===== config.mk =====
export PLATFORM = sky130hd
export DESIGN_NAME = fp_accumulator
export DESIGN_NICKNAME = d
export VERILOG_FILES = /design/src/rtl/fp_accumulator.sv
export SDC_FILE = /design/constraint.sdc
export NUM_CORES = 1
export LEC_CHECK = 0
export ABC_AREA = 0
export CAP_MARGIN = 20
export CORE_ASPECT_RATIO = 1.75
export CORE_UTILIZATION = 30
export CTS_CLUSTER_DIAMETER = 40
export DETAILED_ROUTE_END_ITERATION = 12
export GPL_TIMING_DRIVEN = 0
export PLACE_DENSITY = 0.48
export SLEW_MARGIN = 30
export SYNTH_ARGS = -nofsm -noshare
export SYNTH_HDL_FRONTEND = slang
export SYNTH_SLANG_ARGS = --single-unit

===== constraint.sdc =====
create_clock -name clk -period 10.9 [get_ports clk]
set_input_delay 2.18 -clock clk [delete_from_list [all_inputs] [get_ports clk]]
set_output_delay 2.18 -clock clk [all_outputs]
set_load 0.005 [all_outputs]

===== src/rtl/fp_accumulator.sv =====
// fp_accumulator
//   Sums each group of `len` IEEE-754 products from the multiplier and
//   emits one result per group. Rounding is round-to-nearest-even and
//   subnormals are flushed to zero. The adder is a multi-cycle FSM. A
//   one-entry skid register holds a product that arrives while an add is
//   still in progress.
//
// Ports
//   clk            clock
//   rst            synchronous, active-high reset
//   input_p        product word from the multiplier
//   input_p_stb    one-cycle product valid (no back-pressure)
//   len            products per group, sampled with the first product (0 -> 1)
//   output_sum     accumulated group sum
//   output_sum_stb one-cycle strobe per finished group
//   busy           FSM not idle in get_p, or skid register occupied
//   overrun        sticky: a product was dropped (cleared only by rst)
module fp_accumulator #(
    parameter int n           = 32,
    parameter int exponent    = 8,
    parameter int fraction    = 23,
    parameter int count_width = 8
) (
    input  logic                   clk,
    input  logic                   rst,
    input  logic [n-1:0]           input_p,
    input  logic                   input_p_stb,
    input  logic [count_width-1:0] len,
    output logic [n-1:0]           output_sum,
    output logic                   output_sum_stb,
    output logic                   busy,
    output logic                   overrun
);

    // Internal exponent is two bits wider and signed; mantissa carries
    // hidden bit + fraction + guard/round/sticky.
    localparam int EW   = exponent + 2;
    localparam int MW   = fraction + 4;
    localparam int BIAS = (1 << (exponent - 1)) - 1;

    localparam logic signed [EW-1:0] BIAS_E = EW'(BIAS);
    localparam logic signed [EW-1:0] E_MAX  = EW'(BIAS);
    localparam logic signed [EW-1:0] E_MIN  = EW'(1 - BIAS);
    localparam logic signed [EW-1:0] ONE_E  = EW'(1);
    localparam logic [count_width-1:0] CNT_ONE = count_width'(1);
    localparam logic [n-1:0] NAN_WORD = {1'b1, {exponent{1'b1}}, 1'b1, {(fraction-1){1'b0}}};

    typedef enum logic [3:0] {
        GET_P, UNPACK, SPECIAL, ALIGN, ADD_0, ADD_1, NORMALISE, ROUND, PACK, PUT_SUM
    } state_t;

    // Round-to-nearest-even on {hidden,fraction,g,r,s}; MSB of the result
    // is the mantissa carry-out.
    function automatic logic [fraction+1:0] round_rne(input logic [MW-1:0] m);
        logic up;
        up = m[2] & (m[1] | m[0] | m[3]);
        return {1'b0, m[MW-1:3]} + (fraction+2)'(up);
    endfunction

    // Overflow saturates to signed infinity; a missing hidden bit can only
    // remain at the minimum exponent, which flushes to signed zero.
    function automatic logic [n-1:0] pack_fp(input logic s,
                                             input logic signed [EW-1:0] e,
                                             input logic [fraction:0] m);
        logic signed [EW-1:0] be;
        be = e + BIAS_E;
        if (e > E_MAX)
            return {s, {exponent{1'b1}}, {fraction{1'b0}}};
        if (!m[fraction])
            return {s, {(n-1){1'b0}}};
        return {s, be[exponent-1:0], m[fraction-1:0]};
    endfunction

    state_t                   state;
    logic                     skid_full;
    logic [n-1:0]             skid_p;
    logic [count_width-1:0]   skid_len;
    logic [count_width-1:0]   grp_len;
    logic [count_width-1:0]   term_cnt;
    logic [n-1:0]             acc;
    logic [n-1:0]             op_a, op_b;
    logic                     a_s, b_s, z_s;
    logic signed [EW-1:0]     a_e, b_e, z_e;
    logic [MW-1:0]            a_m, b_m;
    logic [MW:0]              z_m;
    logic [fraction:0]        r_m;
    logic [fraction+1:0]      rnd;

    logic drain;
    logic norm_shift;
    logic a_nan, a_inf, a_zero, b_nan, b_inf, b_zero;
    logic special_hit;
    logic [n-1:0] special_word;
    logic [n-1:0] result_word;

    assign drain      = (state == GET_P) && skid_full;
    assign norm_shift = !z_m[MW-1] && (z_e > E_MIN);
    assign rnd        = round_rne(z_m[MW-1:0]);
    assign busy       = (state != GET_P) || skid_full;

    // Operand classification straight from the raw words; the words stay
    // stable for the whole add, so this is valid from SPECIAL through PACK.
    assign a_zero = ~|op_a[n-2:fraction];
    assign b_zero = ~|op_b[n-2:fraction];
    assign a_nan  = (&op_a[n-2:fraction]) && (|op_a[fraction-1:0]);
    assign b_nan  = (&op_b[n-2:fraction]) && (|op_b[fraction-1:0]);
    assign a_inf  = (&op_a[n-2:fraction]) && !(|op_a[fraction-1:0]);
    assign b_inf  = (&op_b[n-2:fraction]) && !(|op_b[fraction-1:0]);
    assign special_hit = a_nan | b_nan | a_inf | b_inf | a_zero | b_zero;

    always_comb begin
        special_word = op_b;
        if (a_nan || b_nan || (a_inf && b_inf && (op_a[n-1] != op_b[n-1])))
            special_word = NAN_WORD;
        else if (a_inf)
            special_word = op_a;
        else if (b_inf)
            special_word = op_b;
        else if (a_zero && b_zero)
            special_word = {op_a[n-1] & op_b[n-1], {(n-1){1'b0}}};
        else if (a_zero)
            special_word = op_b;
        else if (b_zero)
            special_word = op_a;
    end

    assign result_word = special_hit ? special_word : pack_fp(z_s, z_e, r_m);

    // Control: FSM sequencing, skid occupancy, group bookkeeping, outputs.
    always_ff @(posedge clk) begin
        if (rst) begin
            state          <= GET_P;
            skid_full      <= 1'b0;
            overrun        <= 1'b0;
            term_cnt       <= '0;
            grp_len        <= CNT_ONE;
            acc            <= '0;
            output_sum     <= '0;
            output_sum_stb <= 1'b0;
        end else begin
            output_sum_stb <= 1'b0;

            // A capture in the same cycle as a drain keeps the entry full
            // with the new product.
            if (input_p_stb) begin
                if (!skid_full || drain)
                    skid_full <= 1'b1;
                else
                    overrun <= 1'b1;
            end else if (drain) begin
                skid_full <= 1'b0;
            end

            case (state)
                GET_P: begin
                    if (skid_full) begin
                        if (term_cnt == '0) begin
                            grp_len <= (skid_len == '0) ? CNT_ONE : skid_len;
                            acc     <= '0;
                        end
                        state <= UNPACK;
                    end
                end
                UNPACK:    state <= SPECIAL;
                SPECIAL:   state <= special_hit ? PACK : ALIGN;
                ALIGN:     if (a_e == b_e) state <= ADD_0;
                ADD_0:     state <= ADD_1;
                ADD_1:     state <= NORMALISE;
                NORMALISE: if (!norm_shift) state <= ROUND;
                ROUND:     state <= PACK;
                PACK: begin
                    acc      <= result_word;
                    term_cnt <= term_cnt + CNT_ONE;
                    state    <= ((term_cnt + CNT_ONE) == grp_len) ? PUT_SUM : GET_P;
                end
                PUT_SUM: begin
                    output_sum     <= acc;
                    output_sum_stb <= 1'b1;
                    term_cnt       <= '0;
                    state          <= GET_P;
                end
                default: state <= GET_P;
            endcase
        end
    end

    // Datapath: operand words, unpacked fields and the working sum.
    always_ff @(posedge clk) begin
        if (input_p_stb && (!skid_full || drain)) begin
            skid_p   <= input_p;
            skid_len <= len;
        end

        case (state)
            // get_p -> unpack: operand a is the running sum, b the product
            GET_P: begin
                if (skid_full) begin
                    op_b <= skid_p;
                    op_a <= (term_cnt == '0) ? '0 : acc;
                end
            end
            // unpack -> special: exponent field 0 flushes to zero
            UNPACK: begin
                a_s <= op_a[n-1];
                b_s <= op_b[n-1];
                if (a_zero) begin
                    a_e <= E_MIN;
                    a_m <= '0;
                end else begin
                    a_e <= $signed({2'b00, op_a[n-2:fraction]}) - BIAS_E;
                    a_m <= {1'b1, op_a[fraction-1:0], 3'b000};
                end
                if (b_zero) begin
                    b_e <= E_MIN;
                    b_m <= '0;
                end else begin
                    b_e <= $signed({2'b00, op_b[n-2:fraction]}) - BIAS_E;
                    b_m <= {1'b1, op_b[fraction-1:0], 3'b000};
                end
            end
            // align -> add_0: one right shift per cycle, sticky collects
            ALIGN: begin
                if (a_e < b_e) begin
                    a_m <= {1'b0, a_m[MW-1:2], a_m[1] | a_m[0]};
                    a_e <= a_e + ONE_E;
                end else if (b_e < a_e) begin
                    b_m <= {1'b0, b_m[MW-1:2], b_m[1] | b_m[0]};
                    b_e <= b_e + ONE_E;
                end
            end
            // add_0 -> add_1: exact cancellation is forced to +0
            ADD_0: begin
                z_e <= a_e;
                if (a_s == b_s) begin
                    z_m <= {1'b0, a_m} + {1'b0, b_m};
                    z_s <= a_s;
                end else if (a_m > b_m) begin
                    z_m <= {1'b0, a_m} - {1'b0, b_m};
                    z_s <= a_s;
                end else if (b_m > a_m) begin
                    z_m <= {1'b0, b_m} - {1'b0, a_m};
                    z_s <= b_s;
                end else begin
                    z_m <= '0;
                    z_s <= 1'b0;
                end
            end
            // add_1 -> normalise: fold carry-out back into range
            ADD_1: begin
                if (z_m[MW]) begin
                    z_m <= {1'b0, z_m[MW:2], z_m[1] | z_m[0]};
                    z_e <= z_e + ONE_E;
                end
            end
            // normalise -> round: one left shift per cycle, floor at E_MIN
            NORMALISE: begin
                if (norm_shift) begin
                    z_m <= {z_m[MW-1:0], 1'b0};
                    z_e <= z_e - ONE_E;
                end
            end
            // round -> pack
            ROUND: begin
                if (rnd[fraction+1]) begin
                    r_m <= rnd[fraction+1:1];
                    z_e <= z_e + ONE_E;
                end else begin
                    r_m <= rnd[fraction:0];
                end
            end
            default: ;
        endcase
    end

endmodule


==> results of run 1 <==
## registers in the layout, summed over array words and instances (netlist names)
name,cells
skid_full,1
a_e,10
op_b,32
output_sum_stb,1
a_m,27
z_e,10
a_s,1
term_cnt,8
b_e,10
acc,32
b_m,27
b_s,1
skid_len,8
z_m,28
z_s,1
overrun,1
r_m,24
op_a,32
state,4
skid_p,32
grp_len,8
output_sum,32
## routing by layer
metal  routed length (um)  GRT usage [%]  vias to the layer above  part of all wire [%]
li1                     -              -                     8048                     -
met5                    0              0                        -                     0
met3                 3240          2.510                      254                   4.0
met1                26570          22.76                     8470                    33
met2                43340          46.06                      681                    54
met4                 6869          18.67                        0                   8.6
## worst reg2reg max path, delay by kind of cell (launching register included)
family / cells / cell delay, ns
adders and majority gates: 1 / 0.32
xor gates and xnor gates: 1 / 0.10
and+or+nand+nor: 2 / 0.66
DFF: 1 / 0.38
AOI/OAI and AO/OA: 7 / 2.53
buffers and inverters: 2 / 0.50
## area by class of cell
cell class / count / share of cell area (%)
Multi-Input combinational cell: 1579 / 42.34
Sequential cell: 330 / 39.04
Clock buffer: 53 / 5.129
Tap cell: 819 / 4.426
Timing Repair Buffer: 87 / 4.145
Buffer: 120 / 2.129
Inverter: 117 / 1.908
Clock inverter: 23 / 0.8863
## cells by family (layout without fill, tap and decap cells)
| logic type | Yosys count | count (layout) | share of synthesized area, % |
|---|---|---|---|
| buf+inv | 237 | 400 | 4.729 |
| flops | 330 | 330 | 45.86 |
| simple gates | 741 | 741 | 17.30 |
| compound gates | 620 | 620 | 20.04 |
| fa+ha+maj | 115 | 115 | 7.452 |
| mux | 5 | 5 | 0.2666 |
| xor+xnor | 98 | 98 | 4.354 |
## path summary, 6_finish.rpt
check             endpoint  slack (ns)
setup / recovery   z_m[24]        6.11
hold reg to reg   op_b[19]        0.41
setup reg to reg   z_m[24]        6.11
hold / removal    op_b[19]        0.41
## metrics by stage
stage / instances / hold slack [ns] / setup WS, ns
2_1_floorplan: 2146 / 0.4003 / 6.489
3_3_place_gp: 3042 / 0.4007 / 4.157
3_5_place_dp: 3051 / 0.4045 / 6.316
4_1_cts: 3127 / 0.4177 / 6.105
5_1_grt: 3128 / 0.4260 / 5.950
6_report: 3128 / 0.4128 / 6.115
## power groups by stage
stage	Clock, mW	Sequential (mW)	Combinational, mW
3_3_place_gp	0	2.13	3.25
6_report	1.40	2.09	3.42
3_5_place_dp	0	2.11	3.32
4_1_cts	1.43	2.09	3.35
5_1_grt	1.47	2.12	3.68
2_1_floorplan	0	1.98	2.17
## layout by cell type (no fill, tap or decap), types with 10 or more instances in the layout
cell             count
a221o_1             14
o21ai_1             16
and3_1              11
dfxtp_1             87
xnor2_1             65
clkbuf_16           46
a21oi_1            184
o21bai_1            19
o21ai_0            149
o21a_1              13
clkbuf_1           109
o211ai_1            15
nand4_1             27
nand2b_1            20
o221ai_1            11
clkdlybuf4s50_1     77
and2_1              38
nand3_1             76
nor2_1             184
xor2_1              33
a21o_1              25
nor3_1              46
a22oi_1             27
a211oi_1            10
nor2b_1             15
ha_1               111
edfxtp_1           243
nand2_1            259
a221oi_1            29
a31oi_1             23
nor4_1              24
inv_1              114
==> reports/metrics.yaml, run 1 <==
pwr:
  total_power_mw: 6.919
  pwr-share-comb_pct: 49.5
  leakage_nw: 8.546
  internal-power_mw: 3.713
  clkPwrFrac_pct: 20.3
  switching_share_pct: 46.34
  p_per_area_nw_per_um2: 298.9
  pwr-share-seq_pct: 30.3
  p_sw_mw: 3.206
  vdd_drop_max_mv: 0.1139
logic_synthesis:
  ys_seq_area_share_pct: 45.86
  synth_area_um2: 19710
  synth_seq_cells: 330
  yosys.cell_types.count: 80
  yosysTopAreaCell: "edfxtp_1"
  synth_flop_cell: "edfxtp_1"
  synthTopCellsByArea: "edfxtp_1 (37%), dfxtp_1 (8.8%), ha_1 (7.0%), nand2_1 (4.9%), a21oi_1 (4.7%)"
  ys_warn_count: 0
  synth.most_common_cell: "nand2_1"
  synth_async_sr_flop_share_pct: 0
  synth_commonest_cells: "nand2_1 (259), edfxtp_1 (243), nor2_1 (188), a21oi_1 (186), o21ai_0 (150)"
  synth_area_per_cell_um2: 9.185
  synth-edff-count: 243
  synthCells: 2146
  syn_nets: 2304
  netlist.area_leader.share_pct: 37.02
timing:
  finalCritPeriodShare_pct: 43.90
  hold_violations: 0
  skew_ns: 0.03060
  max-slew-margin-rel_pct: 34.13
  slew_violations: 0
  rsz0062_at_grt: "no"
  tightest_slew_ns: 0.9777
  tns_ns: 0
  fmaxAchievable_mhz: 209.0
  finalSetupViolations: 0
  post-route-min-period_ns: 4.785
worst_setup_path:
  crit_path_frequent_cell: "o21ai_0"
  cp_data_required_time_ns: 11.17
  crit_start: "a_m[11]"
  cp_num_buf_inv: 2
  r2r_start: "a_m[11]"
  crit_chain: "inv_1, ha_1, clkbuf_1, nand4_1, a2111oi_2, o311ai_0, and2_1, o21ai_0, a21oi_1, o21ai_0, xor2_1, a221oi_1, o21ai_0"
  critPathMaxFanout: 10
  arrival_ns: 5.06
  max_stage_delay_ns: 0.73
  critPathKind: "flop to flop"
  crit_path_end_kind: "flop"
  r2r_cells: 13
  crit_path_start_kind: "flop"
  cp_slowest_cell: "a2111oi_2"
  crit_cells: 13
  cp_top_family: "compound AO/OA/AOI/OAI gates"
hold_path:
  hp-class: "flop to flop"
  whs_path_depth: 0
  hold_start: "skid_p[19]"
floorplan:
  start_util_pct: 30.25
  ios: 78
  coreArea_um2: 65160
  dieArea_um2: 66770
  die_w_um: 195.8
  die_h_um: 341.1
  rows: 124
clock_tree:
  post-cts-setup-buffers: 0
  cts_sinks: 330
  cts_resized: 0
  cts_buffers: 41
  cts_tree: "done"
  clock_path_buffers: 3
  cts_root_buffer: "clkbuf_16"
  hold_buffers: 0
  clk_latency_ns: 0.58
  cts.clk_slew.worst_paths_ns: 0.07
  htree_levels: 2
layout:
  multiInputGateArea_um2: 9802
  post-route-util_pct: 35.53
  regArea_um2: 9039
  design_area_um2: 23150
  antenna_cells: 0
  nFillCells: 6787
  area_growth_pct: 17.46
  nNetsFinal: 2434
  drive_gt1_share_pct: 5.154
placed_design:
  place_area_um2: 21750
  place_congestion: 1.048
  hpwl_mm: 63.78
  numPortBuffers: 77
routing:
  dr.pass1.iters: 6
  vias_per_cell: 5.580
  drt_iter0_drc: 1420
  wire_per_inst_um: 25.58
  ant_nets: 0
  routed_wl_mm: 80.02
  vias: 17450
  drcViolationCount: 0
grt:
  grt_usage_pct: 23.86
  antenna_found_initial: 0
  grt_pass1_vias: 17980
  grt_pass1_wl_mm: 116.4
  gr-total-overflow: 0
  grt_max_degree: 34
flow_run:
  maxCapViolCount: 0
outcome:
  status: "finished clean"
Power figures use the tool's default switching activity.
==> run 2, diff against run 1 <==
Settings changed: PLACE_DENSITY 0.48 to 0.5.
Clock period 10.9 ns to 4 ns, I/O delays scaled along.
==> run 2 against run 1 <==
Compared with the run above: worst hold slack improved by 0.0058 ns; maximum frequency grew 21%; sequential share of layout area down 0.50 points; non-clock buffer count is 6 higher; clock-buffer cell count grew 1; cell area up 1.3%; setup slack got worse by 6.1 ns; utilization up 0.46 points; final cell count up 0.13%; wire length rose by 1.7%; sequential power rose to 2.7 times the previous value; critical endpoint is now z_m[12]; largest power group unchanged; highest routed layer unchanged.
==> reports/metrics.yaml, run 2 (synthesized netlist as in run 1, its figures left out) <==
outcome:
  status: "finished clean"  # unchanged
layout:
  nFillCells: 6779  # was 6787
  area_growth_pct: 18.97  # was 17.46%
  nNetsFinal: 2440  # was 2434
  design_area_um2: 23450  # was 23150 um^2
  drive_gt1_share_pct: 7.223  # was 5.154%
  post-route-util_pct: 35.99  # was 35.53%
  final_common_cell: "nand2_1"  # unchanged
  most-common-layout-cells: "nand2_1 (258), edfxtp_1 (243), nor2_1 (184), a21oi_1 (178), o21ai_0 (142)"  # was nand2_1 (259), edfxtp_1 (243), nor2_1 (184), a21oi_1 (184), o21ai_0 (149)
timing:
  skew_ns: 0.02684  # was 0.03060 ns
  finalCritPeriodShare_pct: 98.85  # was 43.90%
  finalSetupViolations: 0  # unchanged
  slew_violations: 0  # unchanged
  tightest_slew_ns: 1.077  # was 0.9777 ns
  hold_violations: 0  # unchanged
  max-slew-margin-rel_pct: 27.87  # was 34.13%
  fin_ws_ns: 0.04594  # was 6.115 ns
  fmaxAchievable_mhz: 252.9  # was 209.0 MHz
  post-route-min-period_ns: 3.954  # was 4.785 ns
worst_setup_path:
  crit_path_end_kind: "flop"  # unchanged
  critPathMaxFanout: 10  # unchanged
  critPathKind: "flop to flop"  # unchanged
  max_stage_delay_ns: 0.45  # was 0.73 ns
  cp_top_family: "compound AO/OA/AOI/OAI gates"  # unchanged
  cp_num_buf_inv: 2  # unchanged
  arrival_ns: 4.26  # was 5.06 ns
  cp_data_required_time_ns: 4.31  # was 11.17 ns
  crit_path_start_kind: "flop"  # unchanged
  crit_chain: "inv_1, ha_1, and4_2, a221o_1, or3_4, a221o_2, o21a_4, buf_2, a21oi_1, o21ai_0, a31oi_2, o21ai_1"  # was inv_1, ha_1, clkbuf_1, nand4_1, a2111oi_2, o311ai_0, and2_1, o21ai_0, a21oi_1, o21ai_0, xor2_1, a221oi_1, o21ai_0
  cp_slowest_cell: "or3_4"  # was a2111oi_2
clock_tree:
  cts.clk_slew.worst_paths_ns: 0.06  # was 0.07 ns
  clock_path_buffers: 3  # unchanged
  cts_buffers: 41  # unchanged
  cts_sinks: 330  # unchanged
  cts_root_buffer: "clkbuf_16"  # unchanged
  clk_latency_ns: 0.58  # about the same
  htree_levels: 2  # unchanged
  cts_tree: "done"  # unchanged
flow_run:
  maxCapViolCount: 0  # unchanged
pwr:
  total_power_mw: 19.66  # was 6.919 mW
  p_per_area_nw_per_um2: 838.5  # was 298.9 nW/um^2
  leakage_nw: 8.640  # was 8.546 nW
  vdd_drop_max_mv: 0.3636  # was 0.1139 mV
grt:
  grt_pass1_vias: 17920  # was 17980
  antenna_found_initial: 0  # unchanged
  grt_usage_pct: 24.35  # was 23.86%
  gr-total-overflow: 0  # unchanged
  grt_pass1_wl_mm: 117.9  # was 116.4 mm
  grt_max_degree: 49  # was 34
routing:
  routed_wl_mm: 81.37  # was 80.02 mm
  drcViolationCount: 0  # unchanged
  vias_per_cell: 5.586  # was 5.580
  ant_nets: 0  # unchanged
  vias: 17500  # was 17450
  dr.pass1.iters: 5  # was 6
  drt_iter0_drc: 1145  # was 1420
  wire_per_inst_um: 25.98  # was 25.58 um
floorplan:
  ios: 78  # unchanged
  rows: 124  # unchanged
  dieArea_um2: 66770  # unchanged
  die_h_um: 341.1  # unchanged
  start_util_pct: 30.25  # unchanged
  die_w_um: 195.8  # unchanged
  coreArea_um2: 65160  # unchanged
hold_path:
  hp-class: "flop to flop"  # unchanged
placed_design:
  numPortBuffers: 77  # unchanged
  hpwl_mm: 65.21  # was 63.78 mm
  place_congestion: 0.9927  # was 1.048
  post-place-ws_ns: -1.096  # was 6.316 ns
  place_area_um2: 21710  # was 21750 um^2
[run 2: cell count changes in the layout (fill, tap and decap cells not counted), sizes merged]
| cell | previous run | this run |
|---|---|---|
| diode | 0 | 1 |
| clkbuf | 157 | 156 |
| clkinv | 12 | 10 |
| inv | 125 | 123 |
| clkinvlp | 3 | 1 |
| buf | 26 | 34 |
| bufinv | 0 | 2 |
[run 2: routing by layer]
layer	vias to the layer above	wire [um]	global-route usage (%)
met4	0	8761	22.15
li1	8075	-	-
met5	-	0	0
met2	639	43850	47.11
met1	8483	25660	21.67
met3	299	3089	2.994
[run 2: worst reg2reg max path: cells and delay by family (launching register included)]
family,cells,cell delay [ns]
and+or+nand+nor,2,0.76
adders and majority gates,1,0.37
AOI/OAI and AO/OA,7,1.89
DFF,1,0.38
buffers and inverters,2,0.30
[run 2: final timing paths]
path              startpoint       end  slack, ns  cells past startpoint
setup / recovery     a_m[10]   z_m[12]       0.05                     12
hold / removal    skid_p[25]  op_b[25]       0.42                      0
hold reg to reg   skid_p[25]  op_b[25]       0.42                      0
setup reg to reg     a_m[10]   z_m[12]       0.05                     12
[run 2: through the flow]
| step | std cells | TNS, ns | hold slack (ns) |
|---|---|---|---|
| 6_report | 3132 | 0 | 0.4187 |
| 5_1_grt | 3131 | -0.01155 | 0.4218 |
| 4_1_cts | 3123 | -1.489 | 0.4194 |
| 3_5_place_dp | 3049 | -13.30 | 0.4045 |
| 3_3_place_gp | 3042 | -144.69 | 0.4018 |
| 2_1_floorplan | 2146 | 0 | 0.4003 |
[run 2: where the power goes]
group | switching, mW | leakage [nW] | internal (mW) | total (mW)
Clock | 1.61 | 0.664 | 2.19 | 3.80
Combinational | 6.84 | 5.01 | 3.34 | 10.2
Sequential | 0.824 | 2.97 | 4.87 | 5.69
Total | 9.27 | 8.64 | 10.4 | 19.7
[run 2: what timing repair did]
item | 4_1_cts | 5_1_grt
setup buffers | 1 | 9
cloned | 0 | 0
setup endpoints to repair | 28 | 27
endpoints found under the hold margin | 0 | 0
resized for setup | 30 | 40
pin swaps | 2 | 9
hold buffers | 0 | 0
[run 2: final cells by class]
class                      count  area (um^2)  share of cell area [%]
multi-input combinational   1579        10090                   43.03
sequential                   330         9039                   38.54
clock buffer                  54         1147                   4.893
tap                          819         1025                   4.370
timing repair buffer          94        993.5                   4.236
buffer                       119        501.7                   2.139
inverter                     117        441.7                   1.883
clock inverter                19        209.0                  0.8910
antenna                        1        2.502                 0.01067
==> run 3, diff against run 2 <==
Settings changed: GPL_ROUTABILITY_DRIVEN set to 0.
==> run 3 against run 2 <==
Compared with the run above: worst hold slack got worse by 0.0064 ns; setup slack got worse by 0.0023 ns; via count about the same; sequential power about the same; utilization decreased by 0.088 points; flip-flop and latch count unchanged; highest routed layer unchanged.
==> reports/metrics.yaml, run 3 (synthesized netlist as in run 1, its figures left out) <==
clock_tree:
  clock_path_buffers: 3  # unchanged
  cts_buffers: 39  # was 41
  htree_levels: 2  # unchanged
  cts_sinks: 330  # unchanged
  clk_latency_ns: 0.56  # was 0.58 ns
  cts_root_buffer: "clkbuf_16"  # unchanged
  cts_tree: "done"  # unchanged
  cts.clk_slew.worst_paths_ns: 0.06  # about the same
layout:
  nNetsFinal: 2437  # was 2440
  final_common_cell: "nand2_1"  # unchanged
  post-route-util_pct: 35.90  # was 35.99%
  area_growth_pct: 18.68  # was 18.97%
  drive_gt1_share_pct: 7.059  # was 7.223%
  nFillCells: 6680  # was 6779
  antenna_cells: 0  # was 1
  instances_no_fill: 3128  # was 3132
  most-common-layout-cells: "nand2_1 (258), edfxtp_1 (243), nor2_1 (185), a21oi_1 (180), o21ai_0 (142)"  # was nand2_1 (258), edfxtp_1 (243), nor2_1 (184), a21oi_1 (178), o21ai_0 (142)
grt:
  grt_pass1_wl_mm: 114.6  # was 117.9 mm
  grt_usage_pct: 23.45  # was 24.35%
  antenna_found_initial: 0  # unchanged
  gr-total-overflow: 0  # unchanged
  grt_pass1_vias: 17860  # was 17920
  grt_max_degree: 50  # was 49
timing:
  max-slew-margin-rel_pct: 28.16  # was 27.87%
  worst_hold_slack_ns: 0.4122  # was 0.4187 ns
  rsz0062_at_grt: "yes"
  finalSetupViolations: 0  # unchanged
  tightest_slew_ns: 1.078  # was 1.077 ns
  skew_ns: 0.02634  # was 0.02684 ns
  slew_violations: 0  # unchanged
  post-route-min-period_ns: 3.956  # was 3.954 ns
  hold_violations: 0  # unchanged
  fmaxAchievable_mhz: 252.8  # was 252.9 MHz
  finalCritPeriodShare_pct: 98.91  # was 98.85%
routing:
  drt_iter0_drc: 1438  # was 1145
  wire_per_inst_um: 25.07  # was 25.98 um
  vias: 17490  # was 17500
  vias_per_cell: 5.591  # was 5.586
  drcViolationCount: 0  # unchanged
  routed_wl_mm: 78.43  # was 81.37 mm
  dr.pass1.iters: 8  # was 5
  ant_nets: 0  # unchanged
pwr:
  total_power_mw: 19.32  # was 19.66 mW
  vdd_drop_max_mv: 0.3256  # was 0.3636 mV
  leakage_nw: 8.633  # was 8.640 nW
  p_per_area_nw_per_um2: 826.0  # was 838.5 nW/um^2
worst_setup_path:
  crit_path_start_kind: "flop"  # unchanged
  cp_data_required_time_ns: 4.28  # was 4.31 ns
  r2r_slack_ns: 0.04  # was 0.05 ns
  critPathMaxFanout: 5  # was 10
  crit_path_end_kind: "flop"  # unchanged
  critPathKind: "flop to flop"  # unchanged
  arrival_ns: 4.24  # was 4.26 ns
floorplan:
  ios: 78  # unchanged
  die_h_um: 341.1  # unchanged
  coreArea_um2: 65160  # unchanged
  rows: 124  # unchanged
  dieArea_um2: 66770  # unchanged
  start_util_pct: 30.25  # unchanged
  die_w_um: 195.8  # unchanged
flow_run:
  maxCapViolCount: 0  # unchanged
placed_design:
  hpwl_mm: 61.35  # was 65.21 mm
  numPortBuffers: 77  # unchanged
  place_inst: 3048  # was 3049
hold_path:
  hp-class: "flop to flop"  # unchanged
outcome:
  status: "finished clean"  # unchanged
[run 3: worst paths after layout]
check | cells after the start | startpoint | endpoint
setup reg to reg | 12 | a_m[1] | z_m[15]
hold / removal | 0 | skid_p[23] | op_b[23]
hold reg to reg | 0 | skid_p[23] | op_b[23]
setup / recovery | 12 | a_m[1] | z_m[15]
[run 3: critical path, cell delays in order (launching register included)]
cell and delay, ns:
edfxtp_1 0.44, inv_1 0.16, ha_1 0.39, nor2b_1 0.11, o311ai_2 0.40, o21ai_1 0.27
o41ai_1 0.53, o31ai_1 0.21, a21oi_1 0.23, o21ai_2 0.12, xnor2_1 0.14, o211ai_1 0.51
nand3_1 0.16
[run 3: where the power goes]
group          switching (mW)  internal [mW]
registers               0.824           4.87
logic                    6.60           3.32
clock network            1.60           2.12
[run 3: area by class of cell]
| class | instances | area, um^2 | area share (%) |
|---|---|---|---|
| multi-input combinational | 1579 | 10050 | 42.97 |
| sequential | 330 | 9039 | 38.64 |
| clock buffer | 49 | 1129 | 4.824 |
| tap | 819 | 1025 | 4.380 |
| timing repair buffer | 93 | 991.0 | 4.236 |
| buffer | 119 | 503.0 | 2.150 |
| inverter | 117 | 441.7 | 1.888 |
| clock inverter | 22 | 214.0 | 0.9146 |
[run 3: per-stage QoR]
step | setup WS [ns] | instance area, um^2 | setup TNS [ns]
after floorplan | 0.4957 | 19720 | 0
final | 0.04362 | 23390 | 0
after global routing | -0.1887 | 23390 | -0.2322
after global placement | -1.327 | 21510 | -136.00
after CTS | -0.07842 | 23150 | -0.09923
after detailed placement | -0.5821 | 21720 | -9.468
[run 3: metal layers]
metal / GRT usage, % / vias to the layer above / share of wire [%]
li1: - / 8062 / -
met4: 21.24 / 0 / 10
met3: 3.103 / 291 / 4.5
met5: 0 / - / 0
met1: 21.80 / 8389 / 32
met2: 44.16 / 748 / 53
[run 3: timing repair]
item / 4_1_cts / 5_1_grt
pin swaps: 1 / 10
buffers inserted: 0 / 10
hold buffers: 0 / 0
setup endpoints to repair: 27 / 30
resized for setup: 29 / 40
